$ cat src/rtl/visaccum_seq.sv
// visaccum_seq: sequencer for the periodic partial-sum accumulator.
//
// Walks a fixed slot schedule of PSUMS slots per pass, COUNT passes per block and the requested
// number of blocks. It strobes the accumulator frame/valid inputs in lock-step with that schedule
// and gates the upstream partial-sum stream. It also monitors the accumulator output stream: every
// block must deliver exactly PSUMS beats. Completion, underruns and sequencing errors are reported.
//
// Ports:
//   clock, reset      system clock, synchronous active-high reset
//   start_i           begin a run (sampled in IDLE only)
//   abort_i           stop at the next block boundary
//   blocks_i          number of accumulation blocks to run (0 = complete immediately)
//   src_valid_i       upstream partial-sum beat available
//   src_ready_o       upstream beat consumed this cycle
//   acc_frame_o       accumulator frame strobe
//   acc_valid_o       accumulator valid strobe
//   acc_frame_i       accumulator output frame
//   acc_valid_i       accumulator output valid
//   acc_last_i        accumulator output last
//   busy_o            run in progress (RUN or DRAIN)
//   done_o            one-cycle completion pulse
//   underrun_o        sticky: a RUN slot lacked source data
//   seq_err_o         sticky: output beat-count mismatch, stray beat or drain timeout
//   blocks_out_o      blocks received from the accumulator in this run
module visaccum_seq #(
  parameter int unsigned PSUMS     = 3,
  parameter int unsigned COUNT     = 5,
  parameter int unsigned NBITS     = 8,
  parameter int unsigned DRAIN_MAX = 64
) (
  input  logic             clock,
  input  logic             reset,
  input  logic             start_i,
  input  logic             abort_i,
  input  logic [NBITS-1:0] blocks_i,
  input  logic             src_valid_i,
  output logic             src_ready_o,
  output logic             acc_frame_o,
  output logic             acc_valid_o,
  input  logic             acc_frame_i,
  input  logic             acc_valid_i,
  input  logic             acc_last_i,
  output logic             busy_o,
  output logic             done_o,
  output logic             underrun_o,
  output logic             seq_err_o,
  output logic [NBITS-1:0] blocks_out_o
);

  localparam int unsigned SlotW  = (PSUMS > 1) ? $clog2(PSUMS) : 1;
  localparam int unsigned PassW  = (COUNT > 1) ? $clog2(COUNT) : 1;
  localparam int unsigned DrainW = $clog2(DRAIN_MAX + 1);

  typedef enum logic [1:0] {StIdle, StRun, StDrain, StDone} state_e;

  state_e            state_q, state_d;
  logic [SlotW-1:0]  slot_q, slot_d;
  logic [PassW-1:0]  pass_q, pass_d;
  logic [NBITS-1:0]  blk_q, blk_d;
  logic [NBITS-1:0]  blocks_q, blocks_d;
  logic [NBITS-1:0]  issued_q, issued_d;
  logic              abort_q, abort_d;
  logic [DrainW-1:0] drain_q, drain_d;
  logic [NBITS-1:0]  beat_q, beat_d;
  logic [NBITS-1:0]  blocks_out_q, blocks_out_d;
  logic              underrun_q, underrun_d;
  logic              seq_err_q, seq_err_d;
  logic              done_q, done_d;
  logic              busy_q, busy_d;
  logic              frame_q, frame_d;

  logic slot_last, pass_last, blk_last, stop_here;

  always_comb begin
    slot_last = (slot_q == SlotW'(PSUMS - 1));
    pass_last = (pass_q == PassW'(COUNT - 1));
    blk_last  = (blk_q == blocks_q - NBITS'(1));
    // Leave RUN after the last slot of the final block, or of the current block once aborted.
    stop_here = slot_last & pass_last & (blk_last | abort_q | abort_i);
  end

  always_comb begin
    state_d      = state_q;
    slot_d       = slot_q;
    pass_d       = pass_q;
    blk_d        = blk_q;
    blocks_d     = blocks_q;
    issued_d     = issued_q;
    abort_d      = abort_q;
    drain_d      = drain_q;
    beat_d       = beat_q;
    blocks_out_d = blocks_out_q;
    underrun_d   = underrun_q;
    seq_err_d    = seq_err_q;
    done_d       = 1'b0;

    // Output monitor. Evaluated before the FSM so the DRAIN exit sees a block that completes
    // on this very cycle, which also gives the count priority over a coincident timeout.
    if ((state_q == StRun || state_q == StDrain) && acc_valid_i) begin
      if (acc_last_i) begin
        if ((32'(beat_q) + 32'd1) != PSUMS) begin
          seq_err_d = 1'b1;
        end
        beat_d = '0;
        if (blocks_out_q != {NBITS{1'b1}}) begin
          blocks_out_d = blocks_out_q + NBITS'(1);
        end
      end else if (beat_q != {NBITS{1'b1}}) begin
        beat_d = beat_q + NBITS'(1);
      end
    end

    unique case (state_q)
      StIdle: begin
        if (acc_valid_i) begin
          seq_err_d = 1'b1;
        end
        if (start_i) begin
          if (blocks_i != '0) begin
            blocks_d     = blocks_i;
            underrun_d   = 1'b0;
            seq_err_d    = acc_valid_i;
            blocks_out_d = '0;
            beat_d       = '0;
            slot_d       = '0;
            pass_d       = '0;
            blk_d        = '0;
            abort_d      = 1'b0;
            state_d      = StRun;
          end else begin
            done_d = 1'b1;
          end
        end
      end
      StRun: begin
        if (!src_valid_i) begin
          underrun_d = 1'b1;
        end
        if (abort_i) begin
          abort_d = 1'b1;
        end
        // The schedule is periodic: slots advance whether or not source data arrived.
        if (slot_last) begin
          slot_d = '0;
          if (pass_last) begin
            pass_d = '0;
            blk_d  = blk_q + NBITS'(1);
          end else begin
            pass_d = pass_q + PassW'(1);
          end
        end else begin
          slot_d = slot_q + SlotW'(1);
        end
        if (stop_here) begin
          issued_d = blk_q + NBITS'(1);
          drain_d  = '0;
          state_d  = StDrain;
        end
      end
      StDrain: begin
        if (blocks_out_d == issued_q && !acc_frame_i) begin
          state_d = StDone;
          done_d  = 1'b1;
        end else if ((32'(drain_q) + 32'd1) >= DRAIN_MAX) begin
          seq_err_d = 1'b1;
          state_d   = StDone;
          done_d    = 1'b1;
        end else begin
          drain_d = drain_q + DrainW'(1);
        end
      end
      StDone: begin
        state_d = StIdle;
      end
      default: begin
        state_d = StIdle;
      end
    endcase

    busy_d  = (state_d == StRun) || (state_d == StDrain);
    frame_d = (state_d == StRun);
  end

  always_ff @(posedge clock) begin
    if (reset) begin
      state_q      <= StIdle;
      slot_q       <= '0;
      pass_q       <= '0;
      blk_q        <= '0;
      blocks_q     <= '0;
      issued_q     <= '0;
      abort_q      <= 1'b0;
      drain_q      <= '0;
      beat_q       <= '0;
      blocks_out_q <= '0;
      underrun_q   <= 1'b0;
      seq_err_q    <= 1'b0;
      done_q       <= 1'b0;
      busy_q       <= 1'b0;
      frame_q      <= 1'b0;
    end else begin
      state_q      <= state_d;
      slot_q       <= slot_d;
      pass_q       <= pass_d;
      blk_q        <= blk_d;
      blocks_q     <= blocks_d;
      issued_q     <= issued_d;
      abort_q      <= abort_d;
      drain_q      <= drain_d;
      beat_q       <= beat_d;
      blocks_out_q <= blocks_out_d;
      underrun_q   <= underrun_d;
      seq_err_q    <= seq_err_d;
      done_q       <= done_d;
      busy_q       <= busy_d;
      frame_q      <= frame_d;
    end
  end

  assign src_ready_o  = frame_q;
  assign acc_frame_o  = frame_q;
  // Valid follows the source directly so a missing beat blanks its slot.
  assign acc_valid_o  = frame_q & src_valid_i;
  assign busy_o       = busy_q;
  assign done_o       = done_q;
  assign underrun_o   = underrun_q;
  assign seq_err_o    = seq_err_q;
  assign blocks_out_o = blocks_out_q;

endmodule

$ cat config.mk
export PLATFORM = sky130hd
export DESIGN_NAME = visaccum_seq
export DESIGN_NICKNAME = d
export VERILOG_FILES = /design/src/rtl/visaccum_seq.sv
export SDC_FILE = /design/constraint.sdc
export NUM_CORES = 1
export LEC_CHECK = 0
export ABC_AREA = 1
export ABC_CLOCK_PERIOD_IN_PS = 3050
export BUFFER_PORTS_ARGS = -buffer_cell sky130_fd_sc_hd__buf_4
export CORE_ASPECT_RATIO = 1.25
export CORE_MARGIN = 5
export CORE_UTILIZATION = 62
export CTS_BUF_LIST = sky130_fd_sc_hd__clkbuf_8
export DETAILED_ROUTE_END_ITERATION = 8
export GPL_TIMING_DRIVEN = 1
export HOLD_SLACK_MARGIN = 0.1
export PLACE_DENSITY_LB_ADDON = 0.25
export SLEW_MARGIN = 5
export SYNTH_ARGS = -nofsm -noshare
export SYNTH_HDL_FRONTEND = slang
export SYNTH_SLANG_ARGS = --single-unit
$ cat constraint.sdc
create_clock -name clock -period 3.05 [get_ports clock]
set_input_delay 0.1525 -clock clock [delete_from_list [all_inputs] [get_ports clock]]
set_output_delay 0.1525 -clock clock [all_outputs]
set_load 0.005 [all_outputs]
# --- After elaboration in Yosys (flattened, before gate mapping) ---
# Cells that the tools add are included.
op_classes:
  n_addsub: 9
  reduce_logical: 17
  n_eq_ne: 21
  n_mux: 56
  order_cmp: 1
  n_bitwise: 5
op_table:
  columns: ["operator", "count"]
  rows:
  - ["8-bit two-way mux", 16]
  - ["8-bit by 1-bit adder with 8-bit output, second input constant", 3]
  - ["7-bit two-way mux", 3]
  - ["2-bit inequality test, second input constant", 9]
  - ["8-bit equality test", 2]
  - ["1-bit two-way mux", 16]
  - ["2-bit two-way mux", 8]
  - ["8-bit inequality test, second input constant", 2]
  - ["8-bit case mux with 2 select lines", 1]
  - ["4-bit AND reduction", 4]
  - ["7-bit case mux with 2 select lines", 1]
  - ["3-bit two-way mux", 4]
  - ["8-bit by 1-bit adder with 9-bit output, second input constant", 1]
  - ["9-bit by 2-bit inequality test with 1-bit output, second input constant", 1]
  - ["7-bit by 1-bit adder with 8-bit output, second input constant", 1]
  - ["2-bit equality test, second input constant", 4]
  - ["8-bit by 7-bit >= comparator with 1-bit output, second input constant", 1]
  - ["1-bit case mux with 2 select lines", 4]
  - ["2-bit case mux with 4 select lines", 1]
  - ["8-bit nonzero test", 1]
  - ["8-bit by 1-bit subtractor with 8-bit output, second input constant", 1]
  - ["7-bit by 1-bit adder with 7-bit output, second input constant", 1]
  - ["3-bit case mux with 2 select lines", 1]
  - ["3-bit AND reduction", 2]
  - ["other kinds (14)", 21]
totals:
  in_bits: 16
  reg_bits: 60
  elab_cells: 124

# --- Depth between registers and ports, before layout ---
depth:
  depth_word: 10
  ltp_mapped: 19

# --- Worst setup path before layout ---
# No wires, ideal clock.
synth_timing:
  kind: "flip-flop to flip-flop"
  start: "reg state_q[0]"
  end: "reg busy_q (netlist: busy_o)"
  setup_slack_ps: 754
  setup_ps: 67
  path_stages_with_launch: 16
  period_less_slack_ps: 2296
  t_arrival_ps: 2229
  path_cell_list: "dfxtp_1 > inv_1 > ha_1 > nand2_2 > nor2_8 > nand2_1 > o21ai_1 > and2_1 > nor2_1 > nor2_1 > nand3_4 > nand3_1 > nand2_1 > nand2_1 > ha_1 > nor2_1"
synth_via:
  elab_chain_len: 10
  elab_cells_between_ends: 18
synth_lines:
  columns: ["item", "line", "text"]
  rows:
  - ["from (decl)", "56", "state_e state_q, state_d;"]
  - ["from (signal assigned)", "186", "state_q <= StIdle;"]
  - ["from (signal assigned)", "202", "state_q <= state_d;"]
  - ["2-bit by 1-bit equality test with 1-bit output or 2-bit equality test (tied branches)", "99, 113", null]
  - ["1-bit logical OR", "99", "if ((state_q == StRun || state_q == StDrain) && acc_valid_i) begin"]
  - ["1-bit logical AND", "99", null]
  - ["8-bit two-way mux", "99", null]
  - ["8-bit equality test", "161", "if (blocks_out_d == issued_q && !acc_frame_i) begin"]
  - ["1-bit logical AND", "161", null]
  - ["2-bit two-way mux", "161", null]
  - ["2-bit case mux with 4 select lines *", "113", "unique case (state_q)"]
  - ["2-bit by 1-bit equality test with 1-bit output or 2-bit equality test (tied branches)", "180", "busy_d = (state_d == StRun) || (state_d == StDrain);"]
  - ["1-bit logical OR *", "180", null]
  - ["to (signal assigned)", "215", "busy_q <= busy_d;"]
  - ["to (decl)", "69", "logic busy_q, busy_d;"]
# Every way passes the cells marked *; elsewhere a longest branch is shown, timed or not.
# A chain may end at the register's enable or synchronous reset.

# --- Worst setup path in the final report ---
layout_timing:
  start: "reg blocks_out_q[0] (netlist: blocks_out_o[0])"
  end: "reg busy_q (netlist: busy_o)"
layout_via:
  elab_chain_len: 10
  elab_cells_between_ends: 12
layout_lines:
  columns: ["item", "line", "text"]
  rows:
  - ["from (decl)", "65", "logic [NBITS-1:0] blocks_out_q, blocks_out_d;"]
  - ["from (signal assigned)", "211", "blocks_out_q <= blocks_out_d;"]
  - ["8-bit by 1-bit adder with 8-bit output or 8-bit inequality test (tied branches)", "106, 105", null]
  - ["8-bit two-way mux", "105", "if (blocks_out_q != {NBITS{1'b1}}) begin"]
  - ["8-bit two-way mux", "100", "if (acc_last_i) begin"]
  - ["8-bit two-way mux *", "99", null]
  - ["8-bit equality test *", "161", null]
  - ["1-bit logical AND *", "161", null]
  - ["2-bit two-way mux *", "161", null]
  - ["2-bit case mux with 4 select lines *", "113", null]
  - ["2-bit by 1-bit equality test with 1-bit output or 2-bit equality test (tied branches)", "180", null]
  - ["1-bit logical OR *", "180", null]
# Marks and branches as above.

==> impl_results.md <==
* Number of filler cells placed in the layout at 472
* Period Utilization, post-route at 0.880
* Cell depth of the worst flop-to-flop path at 15
* Relative contribution of combinational cells to total power at 0.206
* Worst Setup End Kind: register
* Maximum number of pins on one net before global-route repair at 21
* Min Clock Period, post-route at 2690 ps
* Critical Path, Cell by Cell: ha_1 -> inv_1 -> nor2_2 -> nand2_1 -> nand2_1 -> o21ai_1 -> and2_1 -> nor2_1 -> nor2_1 -> nand3_4 -> nand3_1 -> nand2_1 -> nand2_1 -> ha_1 -> nor2_1
* Worst rel slew slack at 0.576
* Clock-pin slew reported for the worst setup and hold paths after clock tree synthesis at 70 ps
* Register area share after synthesis at 0.349
* Boundary pin count at 31
* Synthesized area at 3440 sq um
* Crit. Startpoint: blocks_out_o[0]
* Slew at the pin closest to its max-slew limit at around 630 ps
* Count of unresolved DRC violations after routing at 0
* Placement Cell Area at 3700 sq um
* Worst path bufs/invs at 1
* Clk Tree Root Cell: sky130_fd_sc_hd__clkbuf_8
* # H-tree levels at 3
* Drt via density at ~5.5
* Number of buffers added on ports at 30
* Average footprint of a synthesized cell at 6.78 sq um
* Largest fanout on the critical path at 11
* Max Fclk at roughly 370 MHz
* HPWL after detailed placement at around 5800 um
* Net switching fraction of the power at 0.309
* Clock power frac at 0.350
* Overflow left after global routing at 0
* Slowest stage cell, crit path: sky130_fd_sc_hd__dfxtp_1
* Layout cell share with drive strength beyond 1 at 0.115
* Die boundary height at 93.3 um
* Worst setup path category: register to register
* Routed Wire Length at between 7000 and 8000 um
* Number of enable-type register cells in the synthesized netlist at 0
* Avg WL per Cell at 12.9 um
* Initial standard-cell utilization of the core at 0.637
* Iter 0 DRT Violations at 180
* HP Start: blocks_i[6]
* Yosys warns at 0
* Number of vias in the routed layout at 3331
* Number of nets at the end of the flow at 570
* Seq pwr share at 0.443
* Final number of hold-violating endpoints at 0
* Most common cell on crit path: sky130_fd_sc_hd__nand2_1
* Global-route wire length before repair at 13600 um
* Post-Route Setup TNS at 0 ps
* Worst min path class: primary input to register
* Result of the run: complete, no violations
* Number of core rows at 30
* Critical Path Max Stage Delay at roughly 360 ps
* Internal at 1.35 mW
* Insertion delay of the later-clocked pin in the worst-skew pair at 340 ps
* Area of the core at around 5400 sq um
* Layout Area Growth over Synthesis at 13.8%
* Antenna viol nets, final at 0
* First-pass iteration count of the detailed router at 5
* Chip width at 76.6 um
* Cells after Synth at 508
* Total stage count of the critical path at 15
* Number of instances resized during post-cts repair at 0
* Data arrival time of the worst path at slightly below 3000 ps
* Final slew viol count at 0
* Number of nets in the synthesized netlist at 536
* RSZ-0062 raised after global routing: false
* Setup clock skew after layout at 9.44 ps
* Type of element launching the critical path: register
* Die footprint at 7150 sq um
* Antenna violations before repair at 0
* Final setup violation count at 0
* Worst hold stages at 3
* Reg-to-reg critical path startpoint: blocks_out_o[0]
* Number of diodes added for antenna fixing at 0
* Count of buffers added by post-CTS timing repair for setup at 0
* Pwr dens at 497 nW/um^2
* Vias in the first global route at approximately 3200
* Primary flip-flop cell chosen by synthesis mapping: sky130_fd_sc_hd__dfxtp_1
* Number of maximum-capacitance violations at 0
* Switching power at 0.602 mW
* Leakage power summed over all cells at roughly 1.7 nW
* CTS sink cnt at 60
* Total routing resource utilization after global routing at 0.231
* Total of hold buffers inserted after clock tree synthesis at 3
* Maximum ir drop on the vdd rail at 0.435 mV
* Maximum buffer depth of the clock tree at 2
* Worst Hold Margin at 124 ps
* Worst path top cell family by delay: simple AND/OR/NAND/NOR gates
* Count of cell types in the netlist at 41
* TritonCTS clock tree: built
* Flops & latches, synth at 60
* CTS buffer count at 9
* Share of async-settable or async-resettable flops after synthesis at 0
* Critical path data required time at 3320 ps
* Placer congestion estimate at 0.909
* Total non-filler cell area in the finished layout at 3920 sq um
[flip-flops by register name, summed over array words and instances, names as in the netlist]
name          count
beat_q            8
blk_q             8
blocks_out_o      8
blocks_q          8
issued_q          8
drain_q           7
pass_q            3
slot_q            2
state_q           2
abort_q           1
acc_frame_o       1
busy_o            1
done_o            1
seq_err_o         1
underrun_o        1
[cells in the final DEF (no fill, tap or decap), types with 2 or more instances in the layout]
cell and n:
sky130_fd_sc_hd__nor2_2 3, sky130_fd_sc_hd__nor2_4 2, sky130_fd_sc_hd__o211ai_1 2, sky130_fd_sc_hd__ha_1 12, sky130_fd_sc_hd__nand3_1 48, sky130_fd_sc_hd__nand4_1 12
sky130_fd_sc_hd__dlygate4sd3_1 3, sky130_fd_sc_hd__xnor2_1 10, sky130_fd_sc_hd__a31oi_1 2, sky130_fd_sc_hd__or2_2 4, sky130_fd_sc_hd__o21ai_1 2, sky130_fd_sc_hd__a21oi_1 37
sky130_fd_sc_hd__nand2_1 113, sky130_fd_sc_hd__clkinv_2 3, sky130_fd_sc_hd__nor3_1 4, sky130_fd_sc_hd__xor2_1 7, sky130_fd_sc_hd__buf_4 32, sky130_fd_sc_hd__a22o_1 3
sky130_fd_sc_hd__a22oi_1 4, sky130_fd_sc_hd__nand2_2 2, sky130_fd_sc_hd__nand3_4 2, sky130_fd_sc_hd__dfxtp_1 60, sky130_fd_sc_hd__nand3b_1 2, sky130_fd_sc_hd__clkbuf_8 9
sky130_fd_sc_hd__a211oi_1 2, sky130_fd_sc_hd__o21ai_0 24, sky130_fd_sc_hd__nor2_1 62, sky130_fd_sc_hd__inv_1 68
[layer usage]
layer,track usage,routed length [um],up-vias
li1,-,-,1716
met5,0,0,-
met2,0.398,3860,83
met3,0.0482,362,14
met4,0.114,175,0
met1,0.271,3460,1518
[worst register-to-register path: stages, from the launching register on]
cell	delay [ps]
sky130_fd_sc_hd__dfxtp_1	360
sky130_fd_sc_hd__ha_1	250
sky130_fd_sc_hd__inv_1	100
sky130_fd_sc_hd__nor2_2	50
sky130_fd_sc_hd__nand2_1	290
sky130_fd_sc_hd__nand2_1	210
sky130_fd_sc_hd__o21ai_1	200
sky130_fd_sc_hd__and2_1	170
sky130_fd_sc_hd__nor2_1	40
sky130_fd_sc_hd__nor2_1	200
sky130_fd_sc_hd__nand3_4	180
sky130_fd_sc_hd__nand3_1	110
sky130_fd_sc_hd__nand2_1	80
sky130_fd_sc_hd__nand2_1	60
sky130_fd_sc_hd__ha_1	220
sky130_fd_sc_hd__nor2_1	100
[area by class of cell]
class,instances,area [sq um],share of cell area
Clock buffer,9,124,0.0316
Clock inverter,7,60.1,0.0153
Inverter,66,248,0.0632
Multi-Input combinational cell,370,1930,0.494
Sequential cell,60,1200,0.307
Tap cell,64,80.1,0.0204
Timing Repair Buffer,35,270,0.0690
[power by group through the flow]
stage          Combinational, mW  Clock, mW  Sequential [mW]
2_1_floorplan              0.289          0            0.873
3_3_place_gp               0.381          0            0.878
3_5_place_dp               0.393          0            0.880
4_1_cts                    0.401      0.691            0.863
5_1_grt                    0.461      0.730            0.869
6_report                   0.402      0.682            0.863
[path summary, 6_finish.rpt]
check,endpoint,slack [ps]
max,busy_o,360
min,blocks_q[6],120
max reg2reg,busy_o,360
min reg2reg,drain_q[6],470
[cell families (layout without fill, tap and decap cells)]
kind of cell,after synthesis,count (layout),synth area share
simple gates,260,260,0.342
compound gates,81,81,0.133
buf+inv,78,117,0.0891
flops,60,60,0.349
xor+xnor,17,17,0.0433
fa+ha+maj,12,12,0.0436
[cell usage after synthesis (3+ instances only)]
library cell               instances  share of area
sky130_fd_sc_hd__xnor2_1          10          0.025
sky130_fd_sc_hd__nor2_2            3         0.0055
sky130_fd_sc_hd__xor2_1            7          0.018
sky130_fd_sc_hd__a21oi_1          37          0.054
sky130_fd_sc_hd__a22oi_1           4         0.0087
sky130_fd_sc_hd__inv_1            66          0.072
sky130_fd_sc_hd__ha_1             12          0.044
sky130_fd_sc_hd__nand3_1          48          0.070
sky130_fd_sc_hd__nand2_1         113           0.12
sky130_fd_sc_hd__nor3_1            4         0.0058
sky130_fd_sc_hd__nand4_1          12          0.022
sky130_fd_sc_hd__clkbuf_1          7         0.0076
sky130_fd_sc_hd__dfxtp_1          60           0.35
sky130_fd_sc_hd__a22o_1            3         0.0076
sky130_fd_sc_hd__nor2_1           62          0.068
sky130_fd_sc_hd__or2_2             4         0.0073
sky130_fd_sc_hd__o21ai_0          24          0.035
[stage by stage]
stage	utilization	cells	power (mW)	setup WS (ps)
5_1_grt	0.725	611	2.06	129
2_1_floorplan	-	508	1.16	754
6_report	0.725	611	1.95	365
3_5_place_dp	0.685	592	1.27	444
4_1_cts	0.725	611	1.95	386
3_3_place_gp	0.685	592	1.26	533
(Power assumes the default switching activity.)
